`src/rtl/snoop_bus_ctrl_pkg.sv`:
```
// Shared types for the dual-CPU snooping bus controller.
//   bus_op_t    : operation broadcast on BOCI[12:11]
//   datasel_t   : data source reported to the requesting CPU
//   bus_state_t : controller FSM states
//   req_op()    : per-CPU request priority (invalidate > write > read)
package common;

  localparam int unsigned NCPU   = 2;
  localparam int unsigned ADDR_W = 11;
  localparam int unsigned DATA_W = 16;
  localparam int unsigned CNT_W  = 4;

  typedef enum logic [1:0] {
    OP_IDLE  = 2'b00,
    OP_READ  = 2'b01,
    OP_WRITE = 2'b10,
    OP_INV   = 2'b11
  } bus_op_t;

  typedef enum logic [1:0] {
    DS_NONE  = 2'b00,
    DS_OWN   = 2'b01,
    DS_OTHER = 2'b10,
    DS_MEM   = 2'b11
  } datasel_t;

  typedef enum logic [2:0] {
    ST_IDLE,
    ST_SNOOP,
    ST_WAIT_RSP,
    ST_GRANT,
    ST_RELEASE
  } bus_state_t;

  function automatic bus_op_t req_op(input logic rd, input logic wr, input logic inv);
    bus_op_t op;
    op = OP_IDLE;
    if (inv)     op = OP_INV;
    else if (wr) op = OP_WRITE;
    else if (rd) op = OP_READ;
    return op;
  endfunction

endpackage

```
`src/rtl/snoop_bus_ctrl_if.sv`:
```
// Bus bundle between the two CPU caches and snoop_bus_ctrl.
//   master : CPU side, drives requests, addresses and snoop responses
//   slave  : controller side, drives grants, snoop strobes and broadcasts
// Index i of every 2-wide field refers to CPU i.
interface snoop_bus_ctrl_if;
  import common::*;

  logic [NCPU-1:0]             read_miss;
  logic [NCPU-1:0]             write_miss;
  logic [NCPU-1:0]             invalidate;
  logic [NCPU-1:0][ADDR_W-1:0] BICO;
  logic [NCPU-1:0]             cpu_search_found;
  logic [NCPU-1:0][DATA_W-1:0] send_other_proc_data;

  logic [NCPU-1:0]             grant;
  logic [NCPU-1:0]             cpu_search;
  logic [NCPU-1:0][ADDR_W+1:0] BOCI;
  logic [NCPU-1:0][1:0]        cpu_datasel;
  logic [NCPU-1:0]             invalidate_from_other_cpu;
  logic [NCPU-1:0][DATA_W-1:0] other_proc_data;
  logic                        busy;

  modport master (
    output read_miss, write_miss, invalidate, BICO, cpu_search_found, send_other_proc_data,
    input  grant, cpu_search, BOCI, cpu_datasel, invalidate_from_other_cpu, other_proc_data, busy
  );

  modport slave (
    input  read_miss, write_miss, invalidate, BICO, cpu_search_found, send_other_proc_data,
    output grant, cpu_search, BOCI, cpu_datasel, invalidate_from_other_cpu, other_proc_data, busy
  );
endinterface

```
`src/rtl/snoop_bus_ctrl_rr_arb2.sv`:
```
// Two-requester round-robin arbiter.
//   clk, rst_n   : clock, async active-low reset
//   req[1:0]     : request per CPU
//   update       : commit the current winner as last-granted
//   winner       : CPU chosen for the current request pattern
//   last_granted : CPU most recently committed (resets to CPU1)
module rr_arb2 (
  input  logic       clk,
  input  logic       rst_n,
  input  logic [1:0] req,
  input  logic       update,
  output logic       winner,
  output logic       last_granted
);
  logic last_q, last_d;

  always_comb begin
    winner = 1'b0;
    if (req == 2'b11)         winner = ~last_q;
    else if (req == 2'b10)    winner = 1'b1;
    last_d = last_q;
    if (update) last_d = winner;
  end

  always_ff @(posedge clk or negedge rst_n) begin
    if (!rst_n) last_q <= 1'b1;
    else        last_q <= last_d;
  end

  assign last_granted = last_q;
endmodule

```
`src/rtl/snoop_bus_ctrl.sv`:
```
// Snooping bus controller for two CPU caches.
//   clk, rst_n : clock, async active-low reset
//   bus        : slave side of snoop_bus_ctrl_if (requests in; grant,
//                snoop strobe, broadcast, data select and busy out)
// A request is latched in IDLE, broadcast to the other CPU in SNOOP, answered
// (or timed out after SNOOP_TO cycles) in WAIT_RSP, granted for one cycle and
// then held in RELEASE until the requester drops its request.
module snoop_bus_ctrl
  import common::*;
#(
  parameter int unsigned SNOOP_TO = 4
) (
  input  logic             clk,
  input  logic             rst_n,
  snoop_bus_ctrl_if.slave  bus
);
  bus_state_t              state_q, state_d;
  bus_op_t                 op_q, op_d;
  logic [ADDR_W-1:0]       addr_q, addr_d;
  logic [DATA_W-1:0]       data_q, data_d;
  logic                    hit_q, hit_d;
  logic [CNT_W-1:0]        cnt_q, cnt_d;

  logic [NCPU-1:0]         req_vec;
  logic                    arb_win, arb_last, arb_update;
  logic                    own, oth;
  datasel_t                sel;

  logic [NCPU-1:0]             grant_c, search_c, inv_c;
  logic [NCPU-1:0][ADDR_W+1:0] boci_c;
  logic [NCPU-1:0][1:0]        ds_c;
  logic [NCPU-1:0][DATA_W-1:0] opd_c;

  assign req_vec = bus.read_miss | bus.write_miss | bus.invalidate;

  rr_arb2 u_arb (
    .clk          (clk),
    .rst_n        (rst_n),
    .req          (req_vec),
    .update       (arb_update),
    .winner       (arb_win),
    .last_granted (arb_last)
  );

  // The arbiter commits on selection, so outside IDLE its last-granted
  // output is the owner of the transaction in flight.
  assign own = arb_last;
  assign oth = ~arb_last;

  always_comb begin
    sel = DS_MEM;
    if (op_q == OP_INV) sel = DS_NONE;
    else if (hit_q)     sel = DS_OTHER;
  end

  always_comb begin
    state_d    = state_q;
    op_d       = op_q;
    addr_d     = addr_q;
    data_d     = data_q;
    hit_d      = hit_q;
    cnt_d      = cnt_q;
    arb_update = 1'b0;
    grant_c    = '0;
    search_c   = '0;
    inv_c      = '0;
    boci_c     = '0;
    ds_c       = '0;
    opd_c      = '0;

    case (state_q)
      ST_IDLE: begin
        if (|req_vec) begin
          arb_update = 1'b1;
          op_d       = req_op(bus.read_miss[arb_win], bus.write_miss[arb_win],
                              bus.invalidate[arb_win]);
          addr_d     = bus.BICO[arb_win];
          data_d     = '0;
          hit_d      = 1'b0;
          cnt_d      = '0;
          state_d    = ST_SNOOP;
        end
      end
      ST_SNOOP: begin
        boci_c[oth] = {op_q, addr_q};
        if (op_q == OP_INV) begin
          inv_c[oth] = 1'b1;
          state_d    = ST_GRANT;
        end else begin
          search_c[oth] = 1'b1;
          cnt_d         = '0;
          state_d       = ST_WAIT_RSP;
        end
      end
      ST_WAIT_RSP: begin
        if (bus.cpu_search_found[oth]) begin
          data_d  = bus.send_other_proc_data[oth];
          hit_d   = 1'b1;
          state_d = ST_GRANT;
        end else if (cnt_q == CNT_W'(SNOOP_TO - 1)) begin
          state_d = ST_GRANT;
        end else begin
          cnt_d = cnt_q + 1'b1;
        end
      end
      ST_GRANT: begin
        grant_c[own] = 1'b1;
        ds_c[own]    = sel;
        opd_c[own]   = data_q;
        if (op_q == OP_WRITE) inv_c[oth] = 1'b1;
        state_d = ST_RELEASE;
      end
      ST_RELEASE: begin
        ds_c[own] = sel;
        if (!req_vec[own]) state_d = ST_IDLE;
      end
      default: state_d = ST_IDLE;
    endcase
  end

  always_ff @(posedge clk or negedge rst_n) begin
    if (!rst_n) begin
      state_q <= ST_IDLE;
      op_q    <= OP_IDLE;
      addr_q  <= '0;
      data_q  <= '0;
      hit_q   <= 1'b0;
      cnt_q   <= '0;
    end else begin
      state_q <= state_d;
      op_q    <= op_d;
      addr_q  <= addr_d;
      data_q  <= data_d;
      hit_q   <= hit_d;
      cnt_q   <= cnt_d;
    end
  end

  assign bus.grant                     = grant_c;
  assign bus.cpu_search                = search_c;
  assign bus.BOCI                      = boci_c;
  assign bus.cpu_datasel               = ds_c;
  assign bus.invalidate_from_other_cpu = inv_c;
  assign bus.other_proc_data           = opd_c;
  assign bus.busy                      = (state_q != ST_IDLE);
endmodule

```
`src/flat_wrapper.sv`:
```
// flat-port wrapper written by rule: the top's interface ports become plain ports
module snoop_bus_ctrl_flat import common::*;
#(
  parameter int unsigned SNOOP_TO = 4
)
  (clk, rst_n, bus_read_miss, bus_write_miss, bus_invalidate, bus_BICO, bus_cpu_search_found, bus_send_other_proc_data, bus_grant, bus_cpu_search, bus_BOCI, bus_cpu_datasel, bus_invalidate_from_other_cpu, bus_other_proc_data, bus_busy);
  snoop_bus_ctrl_if bus_i ();
  input  logic clk;
  input  logic rst_n;
  input wire logic [$bits(bus_i.read_miss)-1:0] bus_read_miss;
  input wire logic [$bits(bus_i.write_miss)-1:0] bus_write_miss;
  input wire logic [$bits(bus_i.invalidate)-1:0] bus_invalidate;
  input wire logic [$bits(bus_i.BICO)-1:0] bus_BICO;
  input wire logic [$bits(bus_i.cpu_search_found)-1:0] bus_cpu_search_found;
  input wire logic [$bits(bus_i.send_other_proc_data)-1:0] bus_send_other_proc_data;
  output wire logic [$bits(bus_i.grant)-1:0] bus_grant;
  output wire logic [$bits(bus_i.cpu_search)-1:0] bus_cpu_search;
  output wire logic [$bits(bus_i.BOCI)-1:0] bus_BOCI;
  output wire logic [$bits(bus_i.cpu_datasel)-1:0] bus_cpu_datasel;
  output wire logic [$bits(bus_i.invalidate_from_other_cpu)-1:0] bus_invalidate_from_other_cpu;
  output wire logic [$bits(bus_i.other_proc_data)-1:0] bus_other_proc_data;
  output wire logic [$bits(bus_i.busy)-1:0] bus_busy;
  assign bus_i.read_miss = bus_read_miss;
  assign bus_i.write_miss = bus_write_miss;
  assign bus_i.invalidate = bus_invalidate;
  assign bus_i.BICO = bus_BICO;
  assign bus_i.cpu_search_found = bus_cpu_search_found;
  assign bus_i.send_other_proc_data = bus_send_other_proc_data;
  assign bus_grant = bus_i.grant;
  assign bus_cpu_search = bus_i.cpu_search;
  assign bus_BOCI = bus_i.BOCI;
  assign bus_cpu_datasel = bus_i.cpu_datasel;
  assign bus_invalidate_from_other_cpu = bus_i.invalidate_from_other_cpu;
  assign bus_other_proc_data = bus_i.other_proc_data;
  assign bus_busy = bus_i.busy;
  snoop_bus_ctrl #(.SNOOP_TO(SNOOP_TO)) u_core (.clk(clk), .rst_n(rst_n), .bus(bus_i));
endmodule
```
`config.mk`:
```
export PLATFORM = sky130hd
export DESIGN_NAME = snoop_bus_ctrl_flat
export DESIGN_NICKNAME = d
export VERILOG_FILES = /design/src/rtl/snoop_bus_ctrl_pkg.sv /design/src/rtl/snoop_bus_ctrl_if.sv /design/src/rtl/snoop_bus_ctrl_rr_arb2.sv /design/src/rtl/snoop_bus_ctrl.sv /design/src/flat_wrapper.sv
export SDC_FILE = /design/constraint.sdc
export NUM_CORES = 1
export LEC_CHECK = 0
export CELL_PAD_IN_SITES_DETAIL_PLACEMENT = 0
export CELL_PAD_IN_SITES_GLOBAL_PLACEMENT = 1
export CORE_MARGIN = 5
export CORE_UTILIZATION = 31
export DETAILED_ROUTE_END_ITERATION = 8
export MAX_ROUTING_LAYER = met4
export PLACE_DENSITY = 0.91
export RECOVER_POWER = 50
export REMOVE_ABC_BUFFERS = 1
export SLEW_MARGIN = 20
export SYNTH_ARGS = -nofsm -noshare
export SYNTH_HDL_FRONTEND = slang
export SYNTH_SLANG_ARGS = --single-unit
export TNS_END_PERCENT = 100
```
`constraint.sdc`:
```
create_clock -name clk -period 3.8 [get_ports clk]
set_clock_uncertainty 0.15 [all_clocks]
set_input_delay 0.76 -clock clk [delete_from_list [all_inputs] [get_ports clk]]
set_output_delay 0.76 -clock clk [all_outputs]
set_load 0.02 [all_outputs]
```
==> metrics.md, run 1 <==
| Metric | Value |
|---|---|
| Outcome | finished, violations left |
| Failing checks | capacitance limit, slew limit |
| F_max | 284.7 MHz |
| Post-Syn Instances | about 290 |
| Crit-path max FO | 17 |
| Iter 0 DRT Violations | a little under 90 |
| Total GRT Usage | 16.22% |
| CTS Buf Count | 5 |
| CP startpoint | u_core.state_q[1]$_DFFE_PN0P_ |
| Post-synth top area share | a little over a third |
| Number of setup violations in the final report | 0 |
| Seq/Total Area, Yosys | a little under two fifths |
| Syn Area/Cell | between 9 and 10 sq um |
| Routed via count | about 2400 |
| Maximum VDD drop | 0.2452 mV |
| Pins Over Slew Limit | 39 |
| GRT Residual Overflow | 0 |
| Layout Utilization | 49.68% |
| Area leader, netlist | dfrtp_1 |
| CP startpoint kind | flip-flop |
| Worst hold start | u_core.addr_q[2]$_DFFE_PN0P_ |
| Fin Setup TNS | 0 ns |
| Post-CTS setup buffer count | 0 |
| Ys async rst share | 100.0% |
| Overall routed net length | 7802 um |
| Sink Count | 38 |
| Hold WS | ~0.34 ns |
| Drt wl/cell | around 15 um |
| EDFF count, synth | 0 |
| CTS tree | yes |
| Die H | 101.3 um |
| Port Buffers | 132 |
| Most common cell in the netlist | and2_1 |
| Slew headroom | -38.55% |
| Largest net degree at the start of global routing | between 40 and 50 |
| Die width | 101.3 um |
| Final GP Congestion | 0.7746 |
| Layout Cells excl Fill | 517 |
| RSZ-0062 raised after global routing | false |
| Area Growth Syn to Fin | 57.04% |
| Hold depth | 2 |
| FF-to-FF Start | u_core.u_arb.last_granted$_DFFE_PN1P_ |
| Synthesized flop and latch total | 38 |
| Final hold violation count | 0 |
| Post-synth top flop | dfrtp_1 |
| Row Count | 33 |
| Critical path type | reg2out |
| Actual slew at the worst max-slew pin | approximately 2.1 ns |
| Initial antenna violation count | 0 |
| Clock tree root buffer cell | clkbuf_8 |
| Cts repair resizes | 0 |
| Leak | around 1.7 nW |
| Main area contributors after synthesis | dfrtp_1, mux2i_1, and2_1 |
| Worst EP required | around 2.9 ns |
| Place WS | between 0.3 and 0.4 ns |
| Synthesized area | about 2600 sq um |
| DRC viols | 0 |
| Clock Tree Buf Depth | 2 |
| Initial Util | a little under a third |
| I/O pins | around 130 |
| Ant. Diodes | 0 |
| Worst skew pair latency | approximately 0.29 ns |
| Final HPWL DP | 5993 um |
| Final period utilization | 92.43% |
| Core area | roughly 8200 sq um |
| Drt via density | roughly 4.7 |
| First-pass GRT wire length | approximately 13000 um |
| Post-synth top cells | and2_1, mux2i_1, dfrtp_1 |
| Max_cap viols | 1 |
| Nets | about 480 |
| Drt pass-1 iters | 4 |
| Htree depth | 2 |
| Crit end category | output port |
| Count of different cell masters after synthesis | 45 |
| Clk pin slew, worst setup/hold paths | approximately 0.070 ns |
| Share of cells above drive strength 1 | just under 6% |
| Dpl cells | between 500 and 600 |
| CP Data Arrival Time | 2.60 ns |
| Reg2reg path depth | 5 |
| Cell Pwr Density | ~620 nW/um^2 |
| Vias in the first global route | 2614 |
| DRT antenna net count | 0 |
| CTS Hold Bufs | 0 |
| Min cycle time layout | around 3.5 ns |
| Hold WC Path Type | reg2reg |
| Warnings, synthesis | 0 |
| DIE AREA | around 10000 sq um |
| Setup ws final | 0.2877 ns |
worst max-delay path: stages, from the launching register on:
cell and delay, ns:
dfrtp_1 0.56, nand2_1 0.18, nor3_2 0.71, and2_1 0.23
clkdlybuf4s50_1 0.62
registers in the layout (all words and copies together), names as in the netlist:
| name | flops |
|---|---|
| u_core.addr_q | 11 |
| u_core.cnt_q | 4 |
| u_core.data_q | 16 |
| u_core.hit_q | 1 |
| u_core.op_q | 2 |
| u_core.state_q | 3 |
| u_core.u_arb.last_granted | 1 |
where the power goes:
part	internal, mW	total [mW]	switching, mW
sequential	0.592	0.806	0.214
clock	0.193	0.341	0.148
combinational	0.637	1.37	0.733
path summary, 6_finish.rpt:
path | endpoint | slack [ns]
setup reg to reg | u_core.cnt_q[0]$_DFFE_PN0P_ | 1.34
max in group asynchronous | u_core.data_q[3]$_DFFE_PN0P_ | 1.40
hold reg to reg | u_core.addr_q[2]$_DFFE_PN0P_ | 0.34
hold / removal | u_core.addr_q[2]$_DFFE_PN0P_ | 0.34
min in group asynchronous | u_core.data_q[1]$_DFFE_PN0P_ | 0.91
setup / recovery | bus_other_proc_data[5] | 0.29
layout by cell type, fill, tap and decap left out, drive strengths merged, types with 2 or more instances in the layout:
master / Yosys / routed
a211oi: 2 / 2
o31ai: 2 / 2
clkbuf: 6 / 7
nand2: 35 / 35
buf: 13 / 4
dfrtp: 37 / 37
clkinv: 0 / 2
nor3: 12 / 12
o21ai: 15 / 15
and2: 58 / 58
clkdlybuf4s50: 0 / 130
nor2: 15 / 15
or3: 4 / 4
inv: 4 / 4
a21o: 3 / 3
mux2i: 45 / 45
o22a: 2 / 2
nand2b: 3 / 3
a21oi: 10 / 10
or2: 2 / 2
layout make-up:
type	instances	area [sq um]
Clock buffer	5	68.82
Clock inverter	3	40.04
Fill cell	757	4114
Inverter	4	15.01
Multi-Input combinational cell	225	1504
Sequential cell	38	952.2
Tap cell	105	131.4
Timing Repair Buffer	137	1350
through the flow:
step	instance area [sq um]	total power [mW]
final	4061	2.517
after global routing	4061	2.726
after CTS	4065	2.569
after detailed placement	3956	2.219
after global placement	3956	2.177
after floorplan	2466	1.621
cell families after synthesis:
| group | Yosys count | share of synthesized area, % |
|---|---|---|
| multiplexers | 46 | 17.85 |
| adder cells (fa/ha/maj) | 1 | 0.4837 |
| AND/OR/NAND/NOR | 135 | 28.30 |
| XOR/XNOR | 1 | 0.3387 |
| buffers and inverters | 23 | 5.225 |
| flip-flops | 38 | 36.82 |
| AO/OA/AOI/OAI | 42 | 10.98 |
routing by layer:
metal  track usage (%)  up-vias  part of all wire, %
li1                  -     1224                    -
met5                 -        -                    0
met3             2.893       16                  4.0
met1             19.68     1127                   43
met4             5.215        0                  2.5
met2             27.26       72                   50
Power figures use the tool's default switching activity.
==> run 2: changes to the inputs <==
--- a/constraint.sdc
+++ b/constraint.sdc
@@ -4,2 +4,2 @@
 set_output_delay 0.76 -clock clk [all_outputs]
-set_load 0.02 [all_outputs]
+set_load 0.01 [all_outputs]
==> run 2 against run 1 <==
Effect of this change:
- the flow still finishes with violations (capacitance limit, slew limit)
- die area unchanged
- core utilization up 0.41 points
- final cell count unchanged
- worst setup slack better by 0.039 ns
- register-to-register slack about the same
- critical endpoint is now bus_other_proc_data[3]
- sequential share of layout area decreased by 0.19 points
==> metrics.md, run 2 (same netlist as run 1, synthesis figures left out) <==
| Metric | Value |
|---|---|
| DRT antenna net count | 0 (unchanged) |
| CP startpoint kind | flip-flop |
| Post-CTS setup buffer count | 0 (unchanged) |
| CP max stage delay | 0.76 ns (+0.05 ns) |
| Post-DP Area | 3956 sq um (unchanged) |
| Die width | 101.3 um (unchanged) |
| CTS Hold Bufs | 0 (unchanged) |
| Number of setup violations in the final report | 0 (unchanged) |
| Clock Tree Buf Depth | 2 (unchanged) |
| Sequential fraction of design power | 32.3% (+0.3 points) |
| Most common cell after layout, fill and taps aside | clkdlybuf4s50_1 |
| Switch share | 39.58% (-3.9 points) |
| F_max | 288.0 MHz (+1.1%) |
| Actual slew at the worst max-slew pin | 2.103 ns (+0.02459 ns) |
| Commonest cells after routing, fill and taps aside | clkdlybuf4s50_1, and2_1, mux2i_1 |
| Cell Pwr Density | 610.2 nW/um^2 (-1.5%) |
| Largest register FFs | 16 (unchanged) |
| GRT Residual Overflow | 0 (unchanged) |
| Layout Utilization | 50.09% (+0.41 points) |
| Largest net degree at the start of global routing | 41 (unchanged) |
| DIE AREA | 10270 sq um (unchanged) |
| Layout Cells excl Fill | 517 (unchanged) |
| CTS Buf Count | 5 (unchanged) |
| Filler Cell Count | 762 (+0.66%) |
| Failing checks | capacitance limit, slew limit |
| Hold WS | 0.3438 ns (+0.0001090 ns) |
| First-pass GRT wire length | 12280 um (-4.7%) |
| Sink Count | 38 (unchanged) |
| Initial Util | 31.63% (unchanged) |
| Top reg by flops | u_core.data_q |
| Place WS | 0.4665 ns (+0.1104 ns) |
| Max_cap viols | 1 (unchanged) |
| Clock Power Share | 16.9% (+3.4 points) |
| Final HPWL DP | 5978 um (-0.24%) |
| Routed via count | 2445 (+0.25%) |
| Drt via density | 4.729 (+0.25%) |
| Final GP Congestion | 0.7773 (+0.35%) |
| Maximum VDD drop | 0.2874 mV (+17%) |
| Fin Setup TNS | 0 ns (unchanged) |
| Total GRT Usage | 15.49% (-0.73 points) |
| Die H | 101.3 um (unchanged) |
| Iter 0 DRT Violations | 114 (+28%) |
| Hold WC Path Type | reg2reg |
| Internal | 1.510 mW (+6.2%) |
| Cell breakdown of the critical path | nand2_1 > nor3_2 > and2_1 > clkdlybuf4s50_1 |
| Htree depth | 2 (unchanged) |
| Drt pass-1 iters | 4 (unchanged) |
| Cell area after layout | 4095 sq um (+0.83%) |
| Overall routed net length | 7697 um (-1.3%) |
| NetSw | 0.9890 mW (-9.6%) |
| Leak | 1.681 nW (+0.80%) |
| Nets | 476 (unchanged) |
| Worst EP required | 2.89 ns (about the same) |
| Area Growth Syn to Fin | 58.35% |
| CTS tree | yes |
| Setup ws final | 0.3272 ns (+0.03944 ns) |
| Share of cells above drive strength 1 | 6.068% (+0.24 points) |
| Crit-path slowest cell | nor3_2 |
| Clk pin slew, worst setup/hold paths | 0.07 ns (about the same) |
| Vias in the first global route | 2483 (-5.0%) |
| I/O pins | 133 (unchanged) |
| Port Buffers | 132 (unchanged) |
| Pins Over Slew Limit | 39 (unchanged) |
| CP Data Arrival Time | 2.56 ns (-0.04 ns) |
| Dpl cells | 509 (unchanged) |
| Critical path type | reg2out |
| Drt wl/cell | 14.89 um (-1.3%) |
| Slew headroom | -40.19% (-1.6 points) |
| Final period utilization | 91.39% (-1.0 points) |
| Cts repair resizes | 0 (unchanged) |
| Row Count | 33 (unchanged) |
| Ant. Diodes | 0 (unchanged) |
| Crit-path max FO | 17 (unchanged) |
| Comb power frac | 50.8% (-3.6 points) |
| Biggest regs | u_core.data_q x16, u_core.addr_q x11, u_core.cnt_q x4 |
| DRC viols | 0 (unchanged) |
| Tot Pwr | 2.499 mW (-0.70%) |
| Min cycle time layout | 3.473 ns (-0.03944 ns) |
| Crit end category | output port |
| RSZ-0062 raised after global routing | false |
| Initial antenna violation count | 0 (unchanged) |
| Core area | 8175 sq um (unchanged) |
| Worst skew pair latency | 0.28 ns (about the same) |
| Clock tree root buffer cell | clkbuf_8 |
| Final hold violation count | 0 (unchanged) |
| Outcome | finished, violations left |
## run 2: cell types whose count changed in the layout (fill, tap and decap cells not counted)
cell       change
bufinv_16      +1
clkbuf_8       +1
clkinv_2       -2
mux2_1         -1
mux2_2         +1
## run 2: final timing paths
path	startpoint	to	slack [ns]	cells after the start
max	u_core.state_q[1]$_DFFE_PN0P_	bus_other_proc_data[3]	0.33	4
min	u_core.addr_q[2]$_DFFE_PN0P_	u_core.addr_q[2]$_DFFE_PN0P_	0.34	2
max reg2reg	u_core.u_arb.last_granted$_DFFE_PN1P_	u_core.cnt_q[0]$_DFFE_PN0P_	1.33	5
min reg2reg	u_core.addr_q[2]$_DFFE_PN0P_	u_core.addr_q[2]$_DFFE_PN0P_	0.34	2
max in group asynchronous	rst_n	u_core.addr_q[8]$_DFFE_PN0P_	1.37	1
min in group asynchronous	rst_n	u_core.data_q[1]$_DFFE_PN0P_	0.93	1
## run 2: cell type report
class                   instances  area, sq um  share of cell area, %
multi-input cells             225         1504                  36.72
repair buffers                137         1350                  32.97
flip-flops and latches         38        952.2                  23.25
well taps                     105        131.4                  3.208
clock buffers                   6        82.58                  2.016
clock inverters                 2        60.06                  1.467
inverters                       4        15.01                 0.3666
## run 2: power by group through the flow
stage	Combinational [mW]	Sequential (mW)	Clock (mW)
floorplan	0.763	0.766	0
CTS	1.31	0.807	0.437
global route	1.41	0.844	0.455
detailed placement	1.31	0.809	0
global placement	1.28	0.801	0
finish	1.27	0.806	0.422
## run 2: worst max-delay path: cells and delay by family (launching register included)
family	cells	cell delay, ns
buf+inv	1	0.57
simple gates	3	1.16
flops	1	0.55
## run 2: metal layers
layer  vias to the layer above  track usage, %  part of all wire [%]  wire length [um]
met5                         -               -                     0                 0
met4                         0           4.397                   1.6               125
met3                        10           2.617                   3.8               295
met2                        64           26.51                    52              4002
met1                      1148           18.72                    43              3273
li1                       1223               -                     -                 -
==> run 3: changes to the inputs <==
Settings changed: CORE_MARGIN 5 to 4, CORE_UTILIZATION 31 to 49, DONT_BUFFER_PORTS set to 1, PLACE_DENSITY 0.91 to 0.89, TNS_END_PERCENT 100 to not set.
==> run 3 against run 2 <==
Effect of this change:
- the flow still finishes with violations (capacitance limit, slew limit)
- critical path depth stayed put
- via count is 18% lower
- combinational power down 25%
- design area decreased by 35%
- register-to-register slack got worse by 0.20 ns
- wire length decreased by 19%
- largest cell class unchanged
==> metrics.md, run 3 (same netlist as run 1, synthesis figures left out) <==
| Metric | Value |
|---|---|
| Outcome | finished, violations left |
| Failing checks | capacitance limit, slew limit |
| CTS Buf Count | 5 (unchanged) |
| Final period utilization | 79.67% (-12 points) |
| Initial antenna violation count | 0 (unchanged) |
| Clk pin slew, worst setup/hold paths | 0.07 ns (about the same) |
| Met3 GRT Util | 3.700% (+1.1 points) |
| Drt via density | 5.662 (+20%) |
| Critical path type | reg2out |
| Share of cells above drive strength 1 | 6.738% (+0.67 points) |
| CP Data Arrival Time | 2.12 ns (-0.44 ns) |
| Nets | 346 (-27%) |
| Clock Tree Buf Depth | 2 (unchanged) |
| GR Util met2 | 32.28% (+5.8 points) |
| F_max | 330.3 MHz (+15%) |
| Cell area after layout | 2674 sq um (-35%) |
| R2R Path End | u_core.addr_q[4]$_DFFE_PN0P_ |
| Ant. Diodes | 0 (unchanged) |
| Largest net degree at the start of global routing | 29 (-29%) |
| Row Count | 26 (-21%) |
| GRT Residual Overflow | 0 (unchanged) |
| Crit end category | output port |
| Iter 0 DRT Violations | 150 (+32%) |
| Most common cell after layout, fill and taps aside | and2_1 |
| Port Buffers | 0 (-100%) |
| Die width | 80.65 um (-20%) |
| Top reg by flops | u_core.data_q |
| Worst skew pair latency | 0.29 ns (about the same) |
| Hold WC Path Type | in2async |
| RSZ-0062 raised after global routing | false |
| Cell Pwr Density | 757.4 nW/um^2 (+24%) |
| Sink Count | 38 (unchanged) |
| Area Growth Syn to Fin | 3.386% |
| Overall routed net length | 6222 um (-19%) |
| I/O pins | 133 (unchanged) |
| Total GRT Usage | 19.64% (+4.2 points) |
| DRT antenna net count | 0 (unchanged) |
| Fin Setup TNS | 0 ns (unchanged) |
| Worst EP required | 2.89 ns (about the same) |
| Max_cap viols | 1 (unchanged) |
| CP max stage delay | 0.84 ns (+0.08 ns) |
| Min cycle time layout | 3.027 ns (-0.4455 ns) |
| Final GP Congestion | 0.8485 (+9.2%) |
| Dpl cells | 342 (-33%) |
| Leak | 1.171 nW (-30%) |
| CP startpoint kind | flip-flop |
| Cts repair resizes | 0 (unchanged) |
| Maximum VDD drop | 0.3627 mV (+26%) |
| FF-to-FF Start | u_core.u_arb.last_granted$_DFFE_PN1P_ |
| Filler Cell Count | 487 (-36%) |
| Die H | 80.65 um (-20%) |
| Htree depth | 2 (unchanged) |
| First-pass GRT wire length | 9639 um (-21%) |
| Busiest grt layer | met2 |
| Actual slew at the worst max-slew pin | 1.520 ns (-0.5826 ns) |
| DRC viols | 0 (unchanged) |
| Drt wl/cell | 17.68 um (+19%) |
| Grt met1 use | 25.60% (+6.9 points) |
| Pins Over Slew Limit | 13 (-67%) |
| Core area | 5107 sq um (-38%) |
| Post-DP Area | 2596 sq um (-34%) |
| CTS tree | yes |
| Largest register FFs | 16 (unchanged) |
| Reg2Reg Setup Slack | 1.13 ns (-0.20 ns) |
| Number of setup violations in the final report | 0 (unchanged) |
| Final hold violation count | 0 (unchanged) |
| Setup ws final | 0.7726 ns (+0.4455 ns) |
| Commonest cells after routing, fill and taps aside | and2_1, mux2i_1, dfrtp_1 |
| Routed via count | 1993 (-18%) |
| Vias in the first global route | 1956 (-21%) |
| Crit-path slowest cell | dfstp_2 |
| Slew headroom | -1.350% (+39 points) |
| Place WS | 1.017 ns (+0.5504 ns) |
| Reg2reg path depth | 4 (-1) |
| Hold WS | 0.01489 ns (-0.3289 ns) |
| Biggest regs | u_core.data_q x16, u_core.addr_q x11, u_core.cnt_q x4 |
| Clock tree root buffer cell | clkbuf_8 |
| Layout Cells excl Fill | 352 (-32%) |
| Initial Util | 50.64% (+19 points) |
| Crit-path max FO | 17 (unchanged) |
| Cell breakdown of the critical path | nand2b_1 > nor2_1 > and2_1 > o21a_1 |
| Drt pass-1 iters | 5 (+1) |
| Final HPWL DP | 4546 um (-24%) |
| DIE AREA | 6504 sq um (-37%) |
## run 3: timing repair
| item | in CTS | in global routing |
|---|---|---|
| setup endpoints to repair | 0 | 0 |
| endpoints found under the hold margin | 11 | 20 |
| setup buffers | 0 | 0 |
| hold buffers | 1 | 1 |
## run 3: report_power, final
| part | internal, mW | total [mW] | switching [mW] |
|---|---|---|---|
| Combinational | 0.382 | 0.954 | 0.571 |
| Sequential | 0.593 | 0.804 | 0.212 |
| Clock | 0.130 | 0.267 | 0.137 |
| Total | 1.10 | 2.03 | 0.920 |
## run 3: routing by layer
| metal | share of wire, % | wire, um |
|---|---|---|
| met1 | 44 | 2719 |
| met2 | 49 | 3067 |
| met3 | 6.4 | 397 |
| met4 | 0.61 | 38 |
| met5 | 0 | 0 |
## run 3: cell type report
class / instances / area (sq um) / share of cell area, %
Clock buffer: 7 / 76.32 / 2.854
Clock inverter: 1 / 7.507 / 0.2808
Inverter: 4 / 15.01 / 0.5615
Multi-Input combinational cell: 225 / 1481 / 55.40
Sequential cell: 38 / 952.2 / 35.61
Tap cell: 70 / 87.58 / 3.276
Timing Repair Buffer: 7 / 53.80 / 2.012
## run 3: worst max-delay path, delay by kind of cell (launching register included)
| kind | cells | cell delay, ns |
|---|---|---|
| AND/OR/NAND/NOR | 3 | 0.79 |
| flip-flops | 1 | 0.84 |
| AO/OA/AOI/OAI | 1 | 0.20 |
## run 3: worst max path at each step
stage                                                     start  slack, ns                                to  cells after the start
final                     u_core.u_arb.last_granted$_DFFE_PN1P_       0.77  bus_invalidate_from_other_cpu[0]                      4
after global placement            u_core.state_q[1]$_DFFE_PN0P_       1.07                      bus_BOCI[19]                      3
after CTS                         u_core.state_q[1]$_DFFE_PN0P_       0.70                      bus_BOCI[20]                      3
after floorplan           u_core.u_arb.last_granted$_DFFE_PN1P_       1.01           bus_other_proc_data[16]                      3
after global routing              u_core.state_q[1]$_DFFE_PN0P_       0.65           bus_other_proc_data[12]                      4
after detailed placement          u_core.state_q[1]$_DFFE_PN0P_       1.02                      bus_BOCI[20]                      3
## run 3: per-stage QoR
stage,total power [mW],util (%)
floorplan,1.529,-
global placement,1.777,50.83
detailed placement,1.803,50.83
CTS,2.080,52.67
global route,2.215,52.35
finish,2.025,52.35
